===== config.mk =====
export PLATFORM = sky130hd
export DESIGN_NAME = rob_alloc
export DESIGN_NICKNAME = d
export VERILOG_FILES = /design/src/rtl/rob_alloc.sv
export SDC_FILE = /design/constraint.sdc
export NUM_CORES = 1
export LEC_CHECK = 0
export ABC_AREA = 0
export BUFFER_PORTS_ARGS = -buffer_cell sky130_fd_sc_hd__buf_2
export CELL_PAD_IN_SITES_DETAIL_PLACEMENT = 0
export CELL_PAD_IN_SITES_GLOBAL_PLACEMENT = 2
export CORE_UTILIZATION = 26
export CTS_CLUSTER_DIAMETER = 150
export DETAILED_ROUTE_END_ITERATION = 8
export GPL_ROUTABILITY_DRIVEN = 0
export PLACE_DENSITY = 0.91
export SKIP_CTS_REPAIR_TIMING = 1
export SYNTH_ARGS = -nofsm -noshare
export SYNTH_HDL_FRONTEND = slang
export SYNTH_SLANG_ARGS = --single-unit
export TNS_END_PERCENT = 10

===== constraint.sdc =====
create_clock -name i_clk -period 3.75 [get_ports i_clk]
set_input_delay 0.5625 -clock i_clk [delete_from_list [all_inputs] [get_ports i_clk]]
set_output_delay 0.5625 -clock i_clk [all_outputs]
set_load 0.01 [all_outputs]

===== src/rtl/rob_alloc.sv =====
// ============================================================================
// rob_alloc -- dispatch-side reorder-buffer allocator
//
// Hands out in-order ROB numbers to up to two dispatched instructions per
// cycle and builds their ROB issue rows for the complete/retire stage. It
// tracks occupancy from the two-lane retire stream coming back from that
// stage, stalls dispatch when the ROB cannot take the whole request, and
// supports a full pipeline flush.
//
// Parameters
//   ROB_DEPTH  number of ROB entries (power of two)
//   PTR_W      log2(ROB_DEPTH)
//
// Ports
//   i_clk, i_rst_n             clock, asynchronous active-low reset
//   i_dispatch_valid[0:1]      dispatch request per lane (lane 0 older)
//   i_PRegAddrDst[0:1]         renamed destination register
//   i_OldPRegAddrDst[0:1]      previous mapping of the destination
//   i_RegWrite/i_MemWrite[0:1] control bits copied into the row
//   o_dispatch_stall           combinational, no lane accepted when 1
//   o_rob_row[0:1]             registered ROB issue rows
//   i_retire_valid[0:1]        retire notifications
//   i_retire_ROBNumber[0:1]    ROB number retired on each lane
//   i_flush                    discard all in-flight entries
//   o_count, o_full, o_empty   occupancy status (registered)
//   o_retire_error             sticky retire-order / underflow error
//
// Build option
//   ROB_ALLOC_CHECK_EN  when defined, retire numbers are checked against the
//                       head pointer and underflow retires are rejected;
//                       either event sets o_retire_error until reset. When
//                       undefined, no checking logic exists, the error output
//                       is tied low and underflow saturates the count at 0.
// ============================================================================

package rob_pkg;
    localparam int PREG_W   = 6;
    localparam int DATA_W   = 32;
    localparam int ROBNUM_W = 4;   // must match PTR_W of rob_alloc

    typedef struct packed {
        logic                valid;
        logic                complete;
        logic [DATA_W-1:0]   data;
        logic [PREG_W-1:0]   PRegAddrDst;
        logic [PREG_W-1:0]   OldPRegAddrDst;
        logic                RegWrite;
        logic                MemWrite;
        logic [ROBNUM_W-1:0] ROBNumber;
    } rob_row_struct;
endpackage

module rob_alloc
    import rob_pkg::*;
#(
    parameter int ROB_DEPTH = 16,
    parameter int PTR_W     = 4
) (
    input  logic                i_clk,
    input  logic                i_rst_n,
    input  logic                i_dispatch_valid   [0:1],
    input  logic [PREG_W-1:0]   i_PRegAddrDst      [0:1],
    input  logic [PREG_W-1:0]   i_OldPRegAddrDst   [0:1],
    input  logic                i_RegWrite         [0:1],
    input  logic                i_MemWrite         [0:1],
    output logic                o_dispatch_stall,
    output rob_row_struct       o_rob_row          [0:1],
    input  logic                i_retire_valid     [0:1],
    input  logic [PTR_W-1:0]    i_retire_ROBNumber [0:1],
    input  logic                i_flush,
    output logic [PTR_W:0]      o_count,
    output logic                o_full,
    output logic                o_empty,
    output logic                o_retire_error
);

    localparam logic [PTR_W:0] DEPTH_C = (PTR_W+1)'(ROB_DEPTH);

    // ------------------------------------------------------------------
    // State
    // ------------------------------------------------------------------
    logic [PTR_W-1:0] r_head;
    logic [PTR_W-1:0] r_tail;
    logic [PTR_W:0]   r_count;

    // ------------------------------------------------------------------
    // Request / retire counts and stall
    // ------------------------------------------------------------------
    logic [1:0]       w_req;
    logic [1:0]       w_ret;
    logic [PTR_W:0]   w_free;
    logic             w_stall;
    logic [1:0]       w_acc_cnt;
    logic             w_underflow;
    logic [1:0]       w_head_step;
    logic [PTR_W:0]   w_count_after_ret;
    logic             w_retire_error;
    logic [PTR_W-1:0] w_lane_num [0:1];

    assign w_req = {1'b0, i_dispatch_valid[0]} + {1'b0, i_dispatch_valid[1]};
    assign w_ret = {1'b0, i_retire_valid[0]}   + {1'b0, i_retire_valid[1]};

    // Space check uses only the registered count: a retire in the same
    // cycle does not free room for this cycle's dispatch.
    assign w_free  = DEPTH_C - r_count;
    assign w_stall = i_flush || (w_free < {{(PTR_W-1){1'b0}}, w_req});

    // All-or-nothing: either every requesting lane is taken or none is.
    assign w_acc_cnt = w_stall ? 2'd0 : w_req;

    assign w_underflow = (r_count < {{(PTR_W-1){1'b0}}, w_ret});

    // The oldest valid lane gets tail; lane 1 only gets tail+1 when lane 0
    // is also dispatching. Pointer arithmetic wraps on the PTR_W width.
    always_comb begin
        w_lane_num[0] = r_tail;
        w_lane_num[1] = r_tail + PTR_W'(i_dispatch_valid[0]);
    end

`ifdef ROB_ALLOC_CHECK_EN
    // ------------------------------------------------------------------
    // Retire-order and underflow checking
    // ------------------------------------------------------------------
    logic [PTR_W-1:0] w_exp_num [0:1];
    logic             w_mismatch;
    logic             r_retire_error;

    always_comb begin
        w_exp_num[0] = r_head;
        // Lane 1 retiring alone must carry the head number itself.
        w_exp_num[1] = r_head + PTR_W'(i_retire_valid[0]);
        w_mismatch   = (i_retire_valid[0] && (i_retire_ROBNumber[0] != w_exp_num[0]))
                    || (i_retire_valid[1] && (i_retire_ROBNumber[1] != w_exp_num[1]));
    end

    // A mismatched retire still moves head/count; an underflow retire
    // is dropped entirely.
    assign w_head_step       = w_underflow ? 2'd0 : w_ret;
    assign w_count_after_ret = w_underflow ? r_count
                                           : (r_count - {{(PTR_W-1){1'b0}}, w_ret});

    always_ff @(posedge i_clk or negedge i_rst_n) begin
        if (!i_rst_n) begin
            r_retire_error <= 1'b0;
        end else if (!i_flush && (w_mismatch || w_underflow)) begin
            r_retire_error <= 1'b1;
        end
    end

    assign w_retire_error = r_retire_error;
`else
    // Retire numbers are not inspected in this build.
    logic w_unused_retire_num;
    assign w_unused_retire_num = &{1'b0, i_retire_ROBNumber[0], i_retire_ROBNumber[1]};

    assign w_head_step       = w_ret;
    assign w_count_after_ret = w_underflow ? '0
                                           : (r_count - {{(PTR_W-1){1'b0}}, w_ret});
    assign w_retire_error    = 1'b0;
`endif

    // ------------------------------------------------------------------
    // Pointer and occupancy registers
    // ------------------------------------------------------------------
    always_ff @(posedge i_clk or negedge i_rst_n) begin
        if (!i_rst_n) begin
            r_head  <= '0;
            r_tail  <= '0;
            r_count <= '0;
        end else if (i_flush) begin
            // Everything in flight is discarded; head stays where the
            // retire stream left it so numbering continues from there.
            r_tail  <= r_head;
            r_count <= '0;
        end else begin
            r_head  <= r_head + PTR_W'(w_head_step);
            r_tail  <= r_tail + PTR_W'(w_acc_cnt);
            r_count <= w_count_after_ret + {{(PTR_W-1){1'b0}}, w_acc_cnt};
        end
    end

    // ------------------------------------------------------------------
    // Row build, one registered row per lane
    // ------------------------------------------------------------------
    genvar gi;
    generate
        for (gi = 0; gi < 2; gi++) begin : g_lane
            rob_row_struct w_row_next;
            rob_row_struct r_rob_row;

            // Stalled (including flush) or idle lanes emit the zero row.
            always_comb begin
                w_row_next = '0;
                if (!w_stall && i_dispatch_valid[gi]) begin
                    w_row_next.valid          = 1'b1;
                    w_row_next.complete       = 1'b0;
                    w_row_next.data           = '0;
                    w_row_next.PRegAddrDst    = i_PRegAddrDst[gi];
                    w_row_next.OldPRegAddrDst = i_OldPRegAddrDst[gi];
                    w_row_next.RegWrite       = i_RegWrite[gi];
                    w_row_next.MemWrite       = i_MemWrite[gi];
                    w_row_next.ROBNumber      = ROBNUM_W'(w_lane_num[gi]);
                end
            end

            always_ff @(posedge i_clk or negedge i_rst_n) begin
                if (!i_rst_n) begin
                    r_rob_row <= '0;
                end else begin
                    r_rob_row <= w_row_next;
                end
            end

            assign o_rob_row[gi] = r_rob_row;
        end
    endgenerate

    // ------------------------------------------------------------------
    // Outputs
    // ------------------------------------------------------------------
    assign o_dispatch_stall = w_stall;
    assign o_count          = r_count;
    assign o_full           = (r_count == DEPTH_C);
    assign o_empty          = (r_count == '0);
    assign o_retire_error   = w_retire_error;

endmodule


Word-level counts from Yosys, hierarchy flattened
Cells that the tools add are included.
{"block": "classes", "eq_ne": 1, "muxes": 6, "order_cmp": 2, "n_reduce_logical": 5, "n_addsub": 8}
{"cell": "2-to-1 mux 52 bit", "count": 2}
{"cell": "< comparator 5 x 2 -> 1 bit", "count": 2}
{"cell": "2-to-1 mux 5 bit", "count": 2}
{"cell": "adder 4 x 2 -> 4 bit", "count": 2}
{"cell": "adder 5 x 2 -> 5 bit", "count": 1}
{"cell": "== test 5 bit, second input constant", "count": 1}
{"cell": "zero test 5 bit", "count": 1}
{"cell": "subtractor 5 x 2 -> 5 bit", "count": 1}
{"cell": "subtractor 5 bit, first input constant", "count": 1}
{"cell": "adder 1 x 1 -> 2 bit", "count": 2}
{"cell": "adder 4 x 1 -> 4 bit", "count": 1}
{"cell": "2-to-1 mux 4 bit", "count": 1}
{"cell": "logical AND 1 bit", "count": 2}
{"cell": "2-to-1 mux 2 bit", "count": 1}
{"cell": "zero test 1 bit", "count": 1}
{"cell": "logical OR 1 bit", "count": 1}
{"block": "totals", "register_bits": 117, "output_inout_bits": 113}

Logic depth before layout (Yosys ltp)
{"block": "depth", "depth_word": 6, "ltp_mapped": 15}

Worst setup path after synthesis
OpenSTA, ideal clock, no wires.
{"block": "synth_path", "path_type": "flip-flop to flip-flop", "from": "reg r_count[1], in the netlist o_count[1]", "to": "reg r_count[4], in the netlist o_count[4]", "setup_time_ps": 86, "path_buffers": 1, "arrival_ps": 2894, "setup_slack_ps": 770, "required_ps": 3664, "stages_incl_launch_ff": 16, "cell_sequence": "dfrtp_1 inv_1 ha_1 nor3b_1 ha_1 nor3b_2 o211ai_2 buf_6 and3_1 ha_1 inv_1 fa_1 nor2b_1 a31oi_1 o22ai_1 nor3_1"}
{"block": "synth_via", "elab_chain_cells": 6, "elab_cells_between_ends": 9}
{"element": "start: declaration", "line_no": "84", "rtl": "logic [PTR_W:0] r_count;"}
{"element": "start signal: assignment", "line_no": "178", "rtl": "r_count <= w_count_after_ret + {{(PTR_W-1){1'b0}}, w_acc_cnt};"}
{"element": "subtractor 5 bit", "line_no": "105", "rtl": "assign w_free = DEPTH_C - r_count;"}
{"element": "< comparator 5 x 2 -> 1 bit", "line_no": "106", "rtl": "assign w_stall = i_flush || (w_free < {{(PTR_W-1){1'b0}}, w_req});"}
{"element": "logical OR 1 bit", "line_no": "106"}
{"element": "2-to-1 mux 2 bit", "line_no": "109", "rtl": "assign w_acc_cnt = w_stall ? 2'd0 : w_req;"}
{"element": "adder 5 x 2 -> 5 bit (*)", "line_no": "178"}
{"element": "2-to-1 mux 5 bit (*)", "line_no": "170", "rtl": "end else if (i_flush) begin"}
Every way passes the cells marked *; elsewhere a longest branch is shown, timed or not.
A chain may end at the register's enable or synchronous reset.

Worst setup path in the final report
{"block": "layout_path", "from": "reg r_count[1], in the netlist o_count[1]", "to": "reg r_count[3], in the netlist o_count[3]"}
Same word-level chain as after synthesis.

==> impl_metrics.tcl <==
set metrics [dict create \
    status "completed" \
    cp_max_fo 29 \
    finalSetupViolCount 0 \
    remaining_drc_errors 0 \
    antenna_found_initial 0 \
    grtUsageTotal 0.09155 \
    dp_slack_ns 0.4810 \
    start_kind "flip-flop" \
    worst_slew_pin_slew_ns 1.119 \
    grt_pass1_vias 1712 \
    ys_seq_area_frac 0.4476 \
    finalHoldViolations 0 \
    path_delay_family "compound AO/OA/AOI/OAI gates" \
    nets 407 \
    critical_path.slowest_cell "dfrtp_1" \
    clock_skew_ns 0.01062 \
    crit_type "flip-flop to flip-flop" \
    synth_common_cells "buf_4 (67), dfrtp_1 (51), and3_1 (36)" \
    drt_iter0_drc 94 \
    maxSlewHeadroom 0.2542 \
    fin_crit_sh 0.8687 \
    leakage_nw 1.881 \
    ios 156 \
    clockBufferDepth 2 \
    synthCells 266 \
    ant_nets 0 \
    synthArstFlopShare 1.000 \
    required_ns 3.97 \
    ys_top_cells_by_area "dfrtp_1 (45%), buf_4 (18%), and3_1 (7.9%)" \
    cts_root_buffer "clkbuf_8" \
    yosys.area.top_type_share 0.4476 \
    syn_to_final_growth_pct 12.55 \
    period_minus_slack_ns 3.258 \
    cellPowerDensity_mw_per_mm2 599.1 \
    grt_pass1_wl_mm 8.266 \
    placedCellCount 473 \
    portBuffers 80 \
    drive_above_1_share 0.2703 \
    dieArea_mm2 0.01139 \
    yosysMostFrequentCell "buf_4" \
    fin_ws_ns 0.4923 \
    die_w_um 106.7 \
    slew_violations 0 \
    critPathArrivalTime_ns 3.48 \
    cts_tree "built" \
    drt_pass1_iterations 4 \
    max_cap_viol_count 0 \
    synth_area_leader_cell "dfrtp_1" \
    wl_per_cell_um 11.06 \
    postRouteWirelength_mm 5.310 \
    clkTransAtPathRegs_ns 0.10 \
    synth-seq-cells 51 \
    synth_edf_count 0 \
    max_freq_mhz 307.0 \
    grt-ovfl-total 0 \
    irDropWorstVdd_v 0.0002141 \
    core_area_mm2 0.01046 \
    rsz0062_at_grt "no" \
    fp-row-count 37 \
    vias 1899 \
    slowest_delay_ns 0.52 \
    syn_area_mm2 0.002851 \
    synth_cell_type_count 36 \
    avgSynthCellArea_um2 10.72 \
    antenna_cells 0 \
    fp.dieH_um 106.7 \
    cts_buffers 5 \
    worstSkewPairLatency_ns 0.30 \
    avgViaCountPerCell 3.956 \
    path_cells "inv_1 > ha_1 > nor3b_1 > ha_1 > nor3b_2 > o211ai_2 > buf_4 > and3_1 > ha_1 > a21oi_1 > o2111a_1 > a211oi_1 > a211oi_1" \
    fin_tns_setup_ns 0 \
    setup.worst_path.end_class "flip-flop" \
    hold_path.class "primary input to asynchronous set/reset pin" \
    dp.final_hpwl_mm 4.046 \
    htreeDepth 2 \
    crit_top_cell "ha_1" \
    initial_utilization 0.2725 \
    final_cells 480 \
    grt_max_degree 52 \
    path_buf_inv 2 \
    cts_sinks 51 \
    ys_warn_count 0 \
    synth_ff_type "dfrtp_1" \
]
-- path summary, 6_finish.rpt --
path	slack, ns	cells after the start	end	start
worst min register to register	0.48	1	r_head[3]	r_head[3]
worst max register to register	0.49	13	o_count[3]	o_count[1]
worst min-delay path	0.47	1	o_rob_row[7]	i_rst_n
min in group i_clk	0.48	2	o_rob_row[6]	i_OldPRegAddrDst[0]
worst max-delay path	0.49	13	o_count[3]	o_count[1]
max in group asynchronous	2.60	1	o_rob_row[55]	i_rst_n
-- cells in the final DEF (no fill, tap or decap), types with 2 or more instances in the layout --
master    synthesis  routed
a211oi_1          2       2
a21oi_1           6       6
a31oi_1           3       3
and2_1            2       2
and3_1           36      36
and4_1            2       2
buf_2             0      80
clkbuf_8          0       5
conb_1            1      67
dfrtp_1          51      51
fa_1              4       4
ha_1             16      16
inv_1            15      15
nand2_1           7       7
nand2b_1          2       2
nand3_1           2       2
nor2_1            8       8
nor2b_1           5       5
nor3b_1           2       2
o21ai_0           3       3
xnor2_1           4       4
xor2_1            6       6
-- cells by family after synthesis --
| kind of cell | count (synthesis) | synth area share |
|---|---|---|
| AOI/OAI and AO/OA | 21 | 0.04915 |
| xor gates and xnor gates | 10 | 0.03071 |
| adders and majority gates | 20 | 0.09829 |
| buffers and inverters | 92 | 0.2225 |
| DFF | 51 | 0.4476 |
| muxes | 1 | 0.003949 |
| other | 1 | 0.001315 |
| and+or+nand+nor | 70 | 0.1466 |
-- through the flow --
stage	power [mW]	area [um^2]	utilization	hold slack (ns)
after floorplan	1.423	3099	-	0.2669
final	1.923	3209	0.3067	0.4677
after CTS	1.955	3209	0.3067	0.4738
after global placement	1.550	3103	0.2966	0.4587
after global routing	2.100	3209	0.3067	0.4832
after detailed placement	1.572	3103	0.2966	0.4829
-- flip-flops by register name, indices dropped and copies added (netlist names) --
name	count
o_rob_row	38
r_tail	4
r_head	4
o_count	5
-- power breakdown --
part | internal [mW] | switching, mW
Combinational | 0.335 | 0.442
Sequential | 0.667 | 0.108
Clock | 0.195 | 0.176
Total | 1.20 | 0.726
-- worst reg2reg max path, stage by stage (launching register included) --
cell	delay (ns)
dfrtp_1	0.52
inv_1	0.08
ha_1	0.20
nor3b_1	0.16
ha_1	0.30
nor3b_2	0.18
o211ai_2	0.26
buf_4	0.30
and3_1	0.23
ha_1	0.29
a21oi_1	0.20
o2111a_1	0.20
a211oi_1	0.05
a211oi_1	0.22
-- routing by layer --
layer,vias up,global-route usage,part of all wire
met1,880,0.1114,0.43
met3,6,0.02188,0.10
li1,895,-,-
met4,0,0.03229,0.013
met2,118,0.1571,0.45
met5,-,0,0
-- area by class of cell --
type	count	area, um^2
clock buffer	5	68.82
clock inverter	2	37.54
fill	1129	7253
inverter	16	60.06
multi-input combinational	189	1189
sequential	51	1276
tap	136	170.2
timing repair buffer	81	407.9
Power figures use the tool's default switching activity.
